--- config.mk ---
export PLATFORM = sky130hd
export DESIGN_NAME = triangle_dispatcher_flat
export DESIGN_NICKNAME = d
export VERILOG_FILES = /design/src/rtl/gpu_pkg.sv /design/src/rtl/triangle_dispatcher_if.sv /design/src/rtl/tri_fetch_unit.sv /design/src/rtl/triangle_dispatcher.sv /design/src/flat_wrapper.sv
export SDC_FILE = /design/constraint.sdc
export NUM_CORES = 1
export LEC_CHECK = 0
export CAP_MARGIN = 10
export CORE_UTILIZATION = 44
export DETAILED_ROUTE_END_ITERATION = 7
export PLACE_DENSITY = 0.72
export SLEW_MARGIN = 25
export SYNTH_ARGS = -nofsm -noshare
export SYNTH_HDL_FRONTEND = slang
export SYNTH_HIERARCHICAL = 1
export SYNTH_SLANG_ARGS = --single-unit
--- constraint.sdc ---
create_clock -name clk -period 11.6 [get_ports clk]
set_input_delay 2.32 -clock clk [delete_from_list [all_inputs] [get_ports clk]]
set_output_delay 2.32 -clock clk [all_outputs]
set_load 0.02 [all_outputs]
--- src/rtl/gpu_pkg.sv ---
// Shared GPU front-end definitions, used by triangle_dispatcher and
// rasterizer_unit.
//   WORDS_PER_TRI  - vertex RAM words per triangle (x1,y1,z1 .. x3,y3,z3)
//   FP_ONE         - float32 1.0
//   vertex_t       - {x,y,z} float32 triple, element 0 = x, 1 = y, 2 = z
//   launch_state_t - launch-engine FSM states
//   fetch_state_t  - fetch-engine FSM states
package gpu_pkg;

  localparam int unsigned WORDS_PER_TRI = 9;
  localparam logic [31:0] FP_ONE = 32'h3f800000;

  typedef logic [2:0][31:0] vertex_t;

  typedef enum logic [1:0] {
    L_IDLE,
    L_LAUNCH,
    L_WAIT,
    L_FINISH
  } launch_state_t;

  typedef enum logic [1:0] {
    F_IDLE,
    F_READ,
    F_FILL
  } fetch_state_t;

endpackage

--- src/rtl/triangle_dispatcher_if.sv ---
// Vertex RAM read bus and rasterizer_unit handshake.
//   mem_rd/mem_addr  - read strobe and word address (dispatcher -> RAM)
//   mem_rdata        - read data, valid one cycle after mem_rd (RAM -> dispatcher)
//   p1/p2/p3, start  - triangle vertices and launch pulse (dispatcher -> rasterizer)
//   done             - rasterizer completion level (rasterizer -> dispatcher)
interface triangle_dispatcher_if
  import gpu_pkg::*;
#(
  parameter int unsigned MEM_AW = 8
);

  logic              mem_rd;
  logic [MEM_AW-1:0] mem_addr;
  logic [31:0]       mem_rdata;
  vertex_t           p1;
  vertex_t           p2;
  vertex_t           p3;
  logic              start;
  logic              done;

  modport master (
    output mem_rd, mem_addr, p1, p2, p3, start,
    input  mem_rdata, done
  );

  modport slave (
    input  mem_rd, mem_addr, p1, p2, p3, start,
    output mem_rdata, done
  );

endinterface

--- src/rtl/tri_fetch_unit.sv ---
// Fetch engine: reads one triangle (9 words) from vertex RAM into a
// one-entry staging buffer whenever the buffer is free and triangles remain.
//   clk, areset         - clock, async active-high reset
//   frame_load          - accepted frame start; resets address, loads count
//   load_count          - clamped triangle count for the frame
//   mem_rd/mem_addr     - RAM read strobe/address
//   mem_rdata           - RAM data, one cycle after mem_rd
//   stg_valid/stg_take  - staging buffer handshake with the launch engine
//   stg_p1/p2/p3        - staged vertices
module tri_fetch_unit
  import gpu_pkg::*;
#(
  parameter int unsigned MEM_AW = 8,
  parameter int unsigned CNT_W  = 5
) (
  input  logic              clk,
  input  logic              areset,
  input  logic              frame_load,
  input  logic [CNT_W-1:0]  load_count,
  output logic              mem_rd,
  output logic [MEM_AW-1:0] mem_addr,
  input  logic [31:0]       mem_rdata,
  input  logic              stg_take,
  output logic              stg_valid,
  output vertex_t           stg_p1,
  output vertex_t           stg_p2,
  output vertex_t           stg_p3
);

  localparam logic [3:0] LAST_WORD = 4'(WORDS_PER_TRI - 1);

  fetch_state_t      state, state_next;
  logic [MEM_AW-1:0] addr;
  logic [3:0]        word_idx;
  logic              rd_q;
  logic [3:0]        rd_idx_q;
  logic [8:0][31:0]  stg_w;
  logic [CNT_W-1:0]  fetch_remaining;
  logic [CNT_W-1:0]  remaining_eff;
  logic              go;
  logic              last_capture;

  // Looking through frame_load and stg_take lets the first read issue the
  // cycle after frame_start, and a refetch issue the cycle after the take.
  assign remaining_eff = frame_load ? load_count : fetch_remaining;
  assign go            = (~stg_valid | stg_take) & (remaining_eff != '0);
  assign last_capture  = rd_q & (rd_idx_q == LAST_WORD);

  always_comb begin
    state_next = state;
    case (state)
      F_IDLE:  if (go) state_next = F_READ;
      F_READ:  if (word_idx == LAST_WORD) state_next = F_FILL;
      F_FILL:  state_next = F_IDLE;
      default: state_next = F_IDLE;
    endcase
  end

  always_ff @(posedge clk or posedge areset) begin
    if (areset) state <= F_IDLE;
    else        state <= state_next;
  end

  assign mem_rd   = (state == F_READ);
  assign mem_addr = addr;

  always_ff @(posedge clk or posedge areset) begin
    if (areset) begin
      addr            <= '0;
      word_idx        <= '0;
      rd_q            <= 1'b0;
      rd_idx_q        <= '0;
      stg_w           <= '0;
      stg_valid       <= 1'b0;
      fetch_remaining <= '0;
    end else begin
      if (frame_load)  addr <= '0;
      else if (mem_rd) addr <= addr + 1'b1;

      word_idx <= mem_rd ? word_idx + 1'b1 : '0;
      rd_q     <= mem_rd;
      rd_idx_q <= word_idx;

      if (rd_q) stg_w[rd_idx_q] <= mem_rdata;

      if (last_capture)  stg_valid <= 1'b1;
      else if (stg_take) stg_valid <= 1'b0;

      if (frame_load)        fetch_remaining <= load_count;
      else if (last_capture) fetch_remaining <= fetch_remaining - 1'b1;
    end
  end

  assign stg_p1 = stg_w[2:0];
  assign stg_p2 = stg_w[5:3];
  assign stg_p3 = stg_w[8:6];

endmodule

--- src/rtl/triangle_dispatcher.sv ---
// Triangle dispatcher: walks a triangle list in vertex RAM and launches each
// triangle on rasterizer_unit, prefetching the next one while it rasterizes.
//   clk (gpu_clk_150), areset - clock, async active-high reset
//   frame_start, tri_count    - begin a frame of tri_count triangles
//   busy, frame_done          - frame in progress / last triangle completed
//   bus                       - vertex RAM read port and rasterizer handshake
module triangle_dispatcher
  import gpu_pkg::*;
#(
  parameter int unsigned MAX_TRIS = 16,
  parameter int unsigned MEM_AW   = $clog2(MAX_TRIS * WORDS_PER_TRI),
  parameter int unsigned CNT_W    = $clog2(MAX_TRIS + 1)
) (
  input  logic                  clk,
  input  logic                  areset,
  input  logic                  frame_start,
  input  logic [CNT_W-1:0]      tri_count,
  output logic                  busy,
  output logic                  frame_done,
  triangle_dispatcher_if.master bus
);

  launch_state_t    l_state, l_next;
  logic             accept;
  logic [CNT_W-1:0] cnt_clamped;
  logic [CNT_W-1:0] launch_remaining;
  logic             busy_r;
  logic             done_q;
  logic             done_rise;
  logic             stg_valid;
  logic             stg_take;
  vertex_t          stg_p1, stg_p2, stg_p3;
  vertex_t          p1_r, p2_r, p3_r;

  assign accept      = frame_start & ~busy_r;
  assign cnt_clamped = (tri_count > CNT_W'(MAX_TRIS)) ? CNT_W'(MAX_TRIS) : tri_count;
  // A level left high by the previous triangle must not count as completion.
  assign done_rise   = bus.done & ~done_q;

  tri_fetch_unit #(
    .MEM_AW (MEM_AW),
    .CNT_W  (CNT_W)
  ) u_fetch (
    .clk        (clk),
    .areset     (areset),
    .frame_load (accept),
    .load_count (cnt_clamped),
    .mem_rd     (bus.mem_rd),
    .mem_addr   (bus.mem_addr),
    .mem_rdata  (bus.mem_rdata),
    .stg_take   (stg_take),
    .stg_valid  (stg_valid),
    .stg_p1     (stg_p1),
    .stg_p2     (stg_p2),
    .stg_p3     (stg_p3)
  );

  always_comb begin
    l_next   = l_state;
    stg_take = 1'b0;
    case (l_state)
      L_IDLE: begin
        if (accept && cnt_clamped == '0) begin
          l_next = L_FINISH;
        end else if (stg_valid) begin
          stg_take = 1'b1;
          l_next   = L_LAUNCH;
        end
      end
      L_LAUNCH: l_next = L_WAIT;
      L_WAIT: begin
        if (done_rise) l_next = (launch_remaining != '0) ? L_IDLE : L_FINISH;
      end
      L_FINISH: l_next = (accept && cnt_clamped == '0) ? L_FINISH : L_IDLE;
      default:  l_next = L_IDLE;
    endcase
  end

  always_ff @(posedge clk or posedge areset) begin
    if (areset) l_state <= L_IDLE;
    else        l_state <= l_next;
  end

  always_ff @(posedge clk or posedge areset) begin
    if (areset) begin
      launch_remaining <= '0;
      busy_r           <= 1'b0;
      done_q           <= 1'b0;
      p1_r             <= '0;
      p2_r             <= '0;
      p3_r             <= '0;
    end else begin
      done_q <= bus.done;

      if (accept)        launch_remaining <= cnt_clamped;
      else if (stg_take) launch_remaining <= launch_remaining - 1'b1;

      // Cleared on entry to L_FINISH so busy is already low in the
      // frame_done cycle.
      if (accept)                               busy_r <= (cnt_clamped != '0);
      else if (l_state == L_WAIT && l_next == L_FINISH) busy_r <= 1'b0;

      if (stg_take) begin
        p1_r <= stg_p1;
        p2_r <= stg_p2;
        p3_r <= stg_p3;
      end
    end
  end

  assign bus.start  = (l_state == L_LAUNCH);
  assign bus.p1     = p1_r;
  assign bus.p2     = p2_r;
  assign bus.p3     = p3_r;
  assign frame_done = (l_state == L_FINISH);
  assign busy       = busy_r;

endmodule

--- src/flat_wrapper.sv ---
// flat-port wrapper written by rule: the top's interface ports become plain ports
module triangle_dispatcher_flat import gpu_pkg::*;
#(
  parameter int unsigned MAX_TRIS = 16,
  parameter int unsigned MEM_AW   = $clog2(MAX_TRIS * WORDS_PER_TRI),
  parameter int unsigned CNT_W    = $clog2(MAX_TRIS + 1)
)
  (clk, areset, frame_start, tri_count, busy, frame_done, bus_mem_rd, bus_mem_addr, bus_p1, bus_p2, bus_p3, bus_start, bus_mem_rdata, bus_done);
  triangle_dispatcher_if #(.MEM_AW(MEM_AW)) bus_i ();
  input  logic clk;
  input  logic areset;
  input  logic frame_start;
  input  logic [CNT_W-1:0] tri_count;
  output logic busy;
  output logic frame_done;
  output wire logic [$bits(bus_i.mem_rd)-1:0] bus_mem_rd;
  output wire logic [$bits(bus_i.mem_addr)-1:0] bus_mem_addr;
  output wire logic [$bits(bus_i.p1)-1:0] bus_p1;
  output wire logic [$bits(bus_i.p2)-1:0] bus_p2;
  output wire logic [$bits(bus_i.p3)-1:0] bus_p3;
  output wire logic [$bits(bus_i.start)-1:0] bus_start;
  input wire logic [$bits(bus_i.mem_rdata)-1:0] bus_mem_rdata;
  input wire logic [$bits(bus_i.done)-1:0] bus_done;
  assign bus_mem_rd = bus_i.mem_rd;
  assign bus_mem_addr = bus_i.mem_addr;
  assign bus_p1 = bus_i.p1;
  assign bus_p2 = bus_i.p2;
  assign bus_p3 = bus_i.p3;
  assign bus_start = bus_i.start;
  assign bus_i.mem_rdata = bus_mem_rdata;
  assign bus_i.done = bus_done;
  triangle_dispatcher #(.MAX_TRIS(MAX_TRIS), .MEM_AW(MEM_AW), .CNT_W(CNT_W)) u_core (.clk(clk), .areset(areset), .frame_start(frame_start), .tri_count(tri_count), .busy(busy), .frame_done(frame_done), .bus(bus_i));
endmodule
### Yosys cells after proc, flatten, opt, wreduce, memory -nomap -nowiden

Cells that the tools add are included.

* register bits: 610
* output and inout bits: 300

* $add $sub $neg: 4
* magnitude comparators: 3
* equal/unequal tests: 9
* multiplexer cells: 28
* bitwise logic cells: 8
* reductions and logical operators: 15

Operator list (count)
* 288-bit bitwise mux: 1
* 32-bit demux with 4-bit select: 1
* 32-bit 2-to-1 mux: 1
* 5-bit 2-to-1 mux: 6
* 8-bit 2-to-1 mux: 2
* 5-bit nonzero test: 3
* 2-bit 2-to-1 mux: 7
* 2-bit nonzero test: 5
* 5-bit by 1-bit subtractor with 5-bit output (second input constant): 2
* 8-bit by 1-bit adder with 8-bit output (second input constant): 1
* 4-bit equality test (second input constant): 2
* 2-bit case mux with 4 select lines: 1
* 1-bit 2-to-1 mux: 7
* 2-bit equality test (second input constant): 3
* 5-bit > comparator (second input constant): 1
* 5-bit zero test: 1
* 4-bit by 5-bit less-than comparator with 1-bit output (second input constant): 1
* 4-bit by 1-bit adder with 4-bit output (second input constant): 1
* 1-bit bitwise AND: 4
* 2-bit by 1-bit equality test with 1-bit output (second input constant): 2
* 4-bit by 1-bit >= comparator with 1-bit output (second input constant): 1
* 2-bit zero test: 2
* 4-bit 2-to-1 mux: 1
* 2-bit case mux with 2 select lines: 1
* other kinds (6): 10

### Logic depth before layout (Yosys ltp)

* depth after elaboration: 10
* gate-level depth with buffers: 7
* mapped depth without buffers: 5

### By module

Netlist, hierarchy kept.

Modules (own cells, without submodules)
* triangle_dispatcher: instances 1, cells each 667, area each 12280.5 µm², sequential area each 7432.1 µm²
* tri_fetch_unit: instances 1, cells each 735, area each 12001.5 µm², sequential area each 7832.5 µm²

### Worst setup path after synthesis

No wires, ideal clock.

* path kind: input port to flip-flop
* from: in tri_count[2]
* to: reg u_core.u_fetch.state[0]
* arrival: 3553 ps
* setup slack: 7926 ps
* stages on the path: 7
* buffers on the path: 3
* path through: nor4b_2 a21oi_2 buf_6 buf_6 buf_6 nand2b_1 a32o_1

* longest elaborated chain between the ends: 10
* elaborated cells between the ends (all ways): 12
* those cells by class: 1 x order compare; 1 x eq/ne; 4 x mux; 2 x bitwise; 4 x reduce/logical

RTL lines
* start: declaration: line flat_wrapper.sv:13 `input logic [CNT_W-1:0] tri_count;`
* 5-bit > comparator: line triangle_dispatcher.sv:36 `assign cnt_clamped = (tri_count > CNT_W'(MAX_TRIS)) ? CNT_W'(MAX_TRIS) : tri_count;`
* 5-bit 2-to-1 mux *: line triangle_dispatcher.sv:36
* 5-bit zero test *: line triangle_dispatcher.sv:63 `if (accept && cnt_clamped == '0) begin`
* 1-bit logical AND *: line triangle_dispatcher.sv:63
* 1-bit 2-to-1 mux *: line triangle_dispatcher.sv:63
* 1-bit 2-to-1 mux *: line triangle_dispatcher.sv:61 `case (l_state)`
* net u_core.stg_take: line triangle_dispatcher.sv:31 `logic stg_take;`
* 1-bit OR *: line tri_fetch_unit.sv:46 `assign go = (~stg_valid | stg_take) & (remaining_eff != '0);`
* 1-bit bitwise AND *: line tri_fetch_unit.sv:46
* 2-bit != test (no source line) *
* 2-bit AND reduction (no source line) *
* end signal: assignment: line tri_fetch_unit.sv:61 `else state <= state_next;`
* end: declaration: line tri_fetch_unit.sv:32 `fetch_state_t state, state_next;`

The timed path passes the listed nets; every way through them passes the cells marked *.
A chain may end at the register's enable or synchronous reset.

### Worst setup path after layout

* from: in tri_count[4]
* to: reg u_core.p3_r (netlist bit u_core/bus.p3[76])

* longest elaborated chain between the ends: 6

RTL lines
* 5-bit > comparator: line triangle_dispatcher.sv:36
* 5-bit 2-to-1 mux *: line triangle_dispatcher.sv:36
* 5-bit zero test *: line triangle_dispatcher.sv:63
* 1-bit logical AND *: line triangle_dispatcher.sv:63
* 1-bit 2-to-1 mux *: line triangle_dispatcher.sv:63
* 1-bit 2-to-1 mux *: line triangle_dispatcher.sv:61
* end signal: assignment: line triangle_dispatcher.sv:106 `p3_r <= stg_p3;`
* end: declaration: line triangle_dispatcher.sv:33 `vertex_t p1_r, p2_r, p3_r;`

Every way passes the cells marked *; elsewhere a longest branch is shown, timed or not.

==> results.toml <==
[cells_and_area]
fillers = 4230
layout-drive-gt1-share_pct = 38.96
seq_area_um2 = 15260
layout.cells.most_common_list = "dfrtp_1, mux2_2, clkdlybuf4s50_1, mux2_4, clkbuf_16"
finish.utilization_pct = 55.95
fin_nets = 1806
n_antenna_cell = 0
multiInputGateArea_um2 = 8258
final_common_cell = "dfrtp_1"
stdcell_count = 2508
synthToLayoutAreaGrowth_pct = 24.74

[clocking]
cts_buffer_depth = 3
cts_inserted_buffers = 61
cts_resized = 0
clk_pin_slew_ps = 60
hold_buffers = 0
cts.sinks = 610
worstSkewPairLatency_ps = 630
cts_tree = "built"
htreeDepth = 2
clock-root-buffer = "clkbuf_16"
cts_setup_buffers = 0

[floorplan]
ios = 341
dieArea_um2 = 56130
core_um2 = 54130
die_h_um = 236.9
die_x_um = 236.9
rows = 85
initial_utilization_pct = 44.86

[route]
wl_um = 55980
top_layer_used = "met4"
drc = 0
drtIter0Drc = 493
post_drt_wl_per_cell_um = 22.32
wl_met1_um = 25050
drt-pass1-iter-count = 4
via_count = 12981
antenna_left = 0
wl_met3_um = 2523
route.met2.wl_um = 27340
via_per_inst = 5.176

[synthesis]
ys_ff_latch = 610
synth_edf_count = 0
syn_inst = 1402
ys.flop_type = "dfrtp_1"
synth_area_um2 = 24280
syn_nets = 1449
synth.distinct_cells = 51
async_reset_ff_share_pct = 100.0
ys_warn_count = 6
syn_area_per_cell_um2 = 17.32
synth_sequential_area_ratio_pct = 62.86

[setup_path]
critical_path_class = "in2reg"
cp-end-kind = "flop"
startpoint_type = "input port"
path_max_fanout = 55
worstPathRequired_ps = 12100
cp.arrival_ps = 5400

[timing]
worst_slew_pin_slew_ps = 997.3
fmax_ghz = 0.2040
final_max_slew_viol_count = 0
slew_headroom_pct = 33.51
hold_viol_final = 0
setup-violations-final = 0
rsz0062_at_grt = "false"
post-route-period-util_pct = 42.25
finalClockSkew_ps = 27.94
holdWs_ps = 424.6
period_minus_slack_ps = 4901
tns_ps = 0

[global_routing]
gr-total-overflow = 0
grt_start_max_net_pins = 165
grt_usage_pct = 20.23
grt_pass1_wl_um = 87320
grt_pass1_vias = 14313
grt_antenna_before_repair = 0

[placement]
place.gp.congestion = 0.7842
post-place-cells = 2391
dp_hpwl_um = 35550
io_buffers = 340

[power]
leakage_nw = 13.22
p_per_area_nw_per_um2 = 329.0
peakVddDrop_mv = 0.1650

[flow_run]
max-cap-violations = 0

[run_status]
status = "finished, final reports clean"

[worst_hold_path]
worstHoldPathType = "reg2reg"
-- sequential cells by signal, summed over array words and instances, names as in the netlist, 2 cells and up --
name and count:
u_core/bus.p1 96, u_core/bus.p2 96, u_core/bus.p3 96, u_core/u_fetch/stg_p1 96, u_core/u_fetch/stg_p2 96, u_core/u_fetch/stg_p3 96, u_core/u_fetch/mem_addr 8, u_core/launch_remaining 5
u_core/u_fetch/fetch_remaining 5, u_core/u_fetch/rd_idx_q 4, u_core/u_fetch/word_idx 4, u_core/l_state 2, u_core/u_fetch/state 2
-- power breakdown --
| part | switching (mW) | total, mW | leakage [nW] | internal (mW) |
|---|---|---|---|---|
| registers | 0.684 | 3.88 | 7.38 | 3.19 |
| logic | 1.70 | 3.99 | 4.77 | 2.29 |
| clock network | 0.840 | 2.10 | 1.07 | 1.26 |
-- logic make-up (layout without fill, tap and decap cells) --
group	count (synthesis)	count (layout)	synth area share [%]
DFF	610	610	62.86
muxes	578	578	30.20
xor gates and xnor gates	7	7	0.2525
and+or+nand+nor	88	88	2.236
AOI/OAI and AO/OA	30	30	0.8348
adders and majority gates	6	6	0.3092
buffers and inverters	83	493	3.303
-- cell type report --
type | instances | share of cell area (%)
Tap cell | 696 | 2.875
Timing Repair Buffer | 362 | 12.00
Sequential cell | 610 | 50.40
Multi-Input combinational cell | 709 | 27.26
Inverter | 15 | 0.2520
Clock buffer | 87 | 5.829
Clock inverter | 29 | 1.380
-- through the flow --
step / instance area, um2 / power [mW] / setup WS, ps
2_1_floorplan: 24280 / 6.342 / 622.2
3_3_place_gp: 28020 / 7.762 / 6191
3_5_place_dp: 28070 / 7.907 / 6102
4_1_cts: 30250 / 10.07 / 6772
5_1_grt: 30290 / 10.45 / 6580
6_report: 30290 / 9.965 / 6699
-- critical path, stage by stage --
cell             delay [ps]
clkdlybuf4s50_1         610
nor3_1                  170
a21oi_4                 200
buf_4                   680
buf_4                   870
mux2_2                  410
-- final timing paths --
| kind | from | slack, ps | endpoint | depth (start not counted) |
|---|---|---|---|---|
| min | u_core/u_fetch/word_idx[3]$_DFF_PP0_ | 420 | u_core/u_fetch/rd_idx_q[3]$_DFF_PP0_ | 0 |
| min in group asynchronous | areset | 2300 | u_core/bus.p2[28]$_DFFE_PP0P_ | 2 |
| max | tri_count[4] | 6700 | u_core/bus.p3[76]$_DFFE_PP0P_ | 6 |
| min reg2reg | u_core/u_fetch/word_idx[3]$_DFF_PP0_ | 420 | u_core/u_fetch/rd_idx_q[3]$_DFF_PP0_ | 0 |
| max reg2reg | u_core/l_state[1]$_DFF_PP0_ | 8310 | u_core/bus.p3[76]$_DFFE_PP0P_ | 5 |
| max in group asynchronous | areset | 7630 | u_core/bus.p2[93]$_DFFE_PP0P_ | 3 |
-- synth_stat cells (2+ instances only) --
cell,n,area share [%]
xnor2_1,6,0.22
or3_1,4,0.10
buf_2,19,0.39
buf_4,13,0.40
buf_6,8,0.37
o31ai_1,4,0.12
clkbuf_1,6,0.093
mux2_2,348,16
ha_1,6,0.31
buf_12,22,1.8
nor3b_2,3,0.15
nor3_1,3,0.062
nand4b_1,2,0.072
nand3_1,9,0.19
nand4_1,2,0.052
mux2_4,220,14
o21ai_0,5,0.10
a311oi_1,2,0.072
nand2b_1,6,0.15
a31oi_1,2,0.052
nor3b_1,2,0.062
a21oi_1,7,0.14
nor2b_1,6,0.15
or4_1,6,0.19
dfrtp_1,610,63
nor2_1,16,0.25
mux2_1,9,0.42
nand3b_1,5,0.15
inv_1,15,0.23
and2_1,2,0.052
nor4bb_1,3,0.12
nand2_1,12,0.19
-- layer usage --
metal | GRT usage (%) | vias up
li1 | - | 5685
met3 | 4.057 | 64
met4 | 4.841 | 0
met5 | 0 | -
met2 | 33.23 | 284
met1 | 27.61 | 6948
Note: power is estimated with default switching activity, not from simulation.
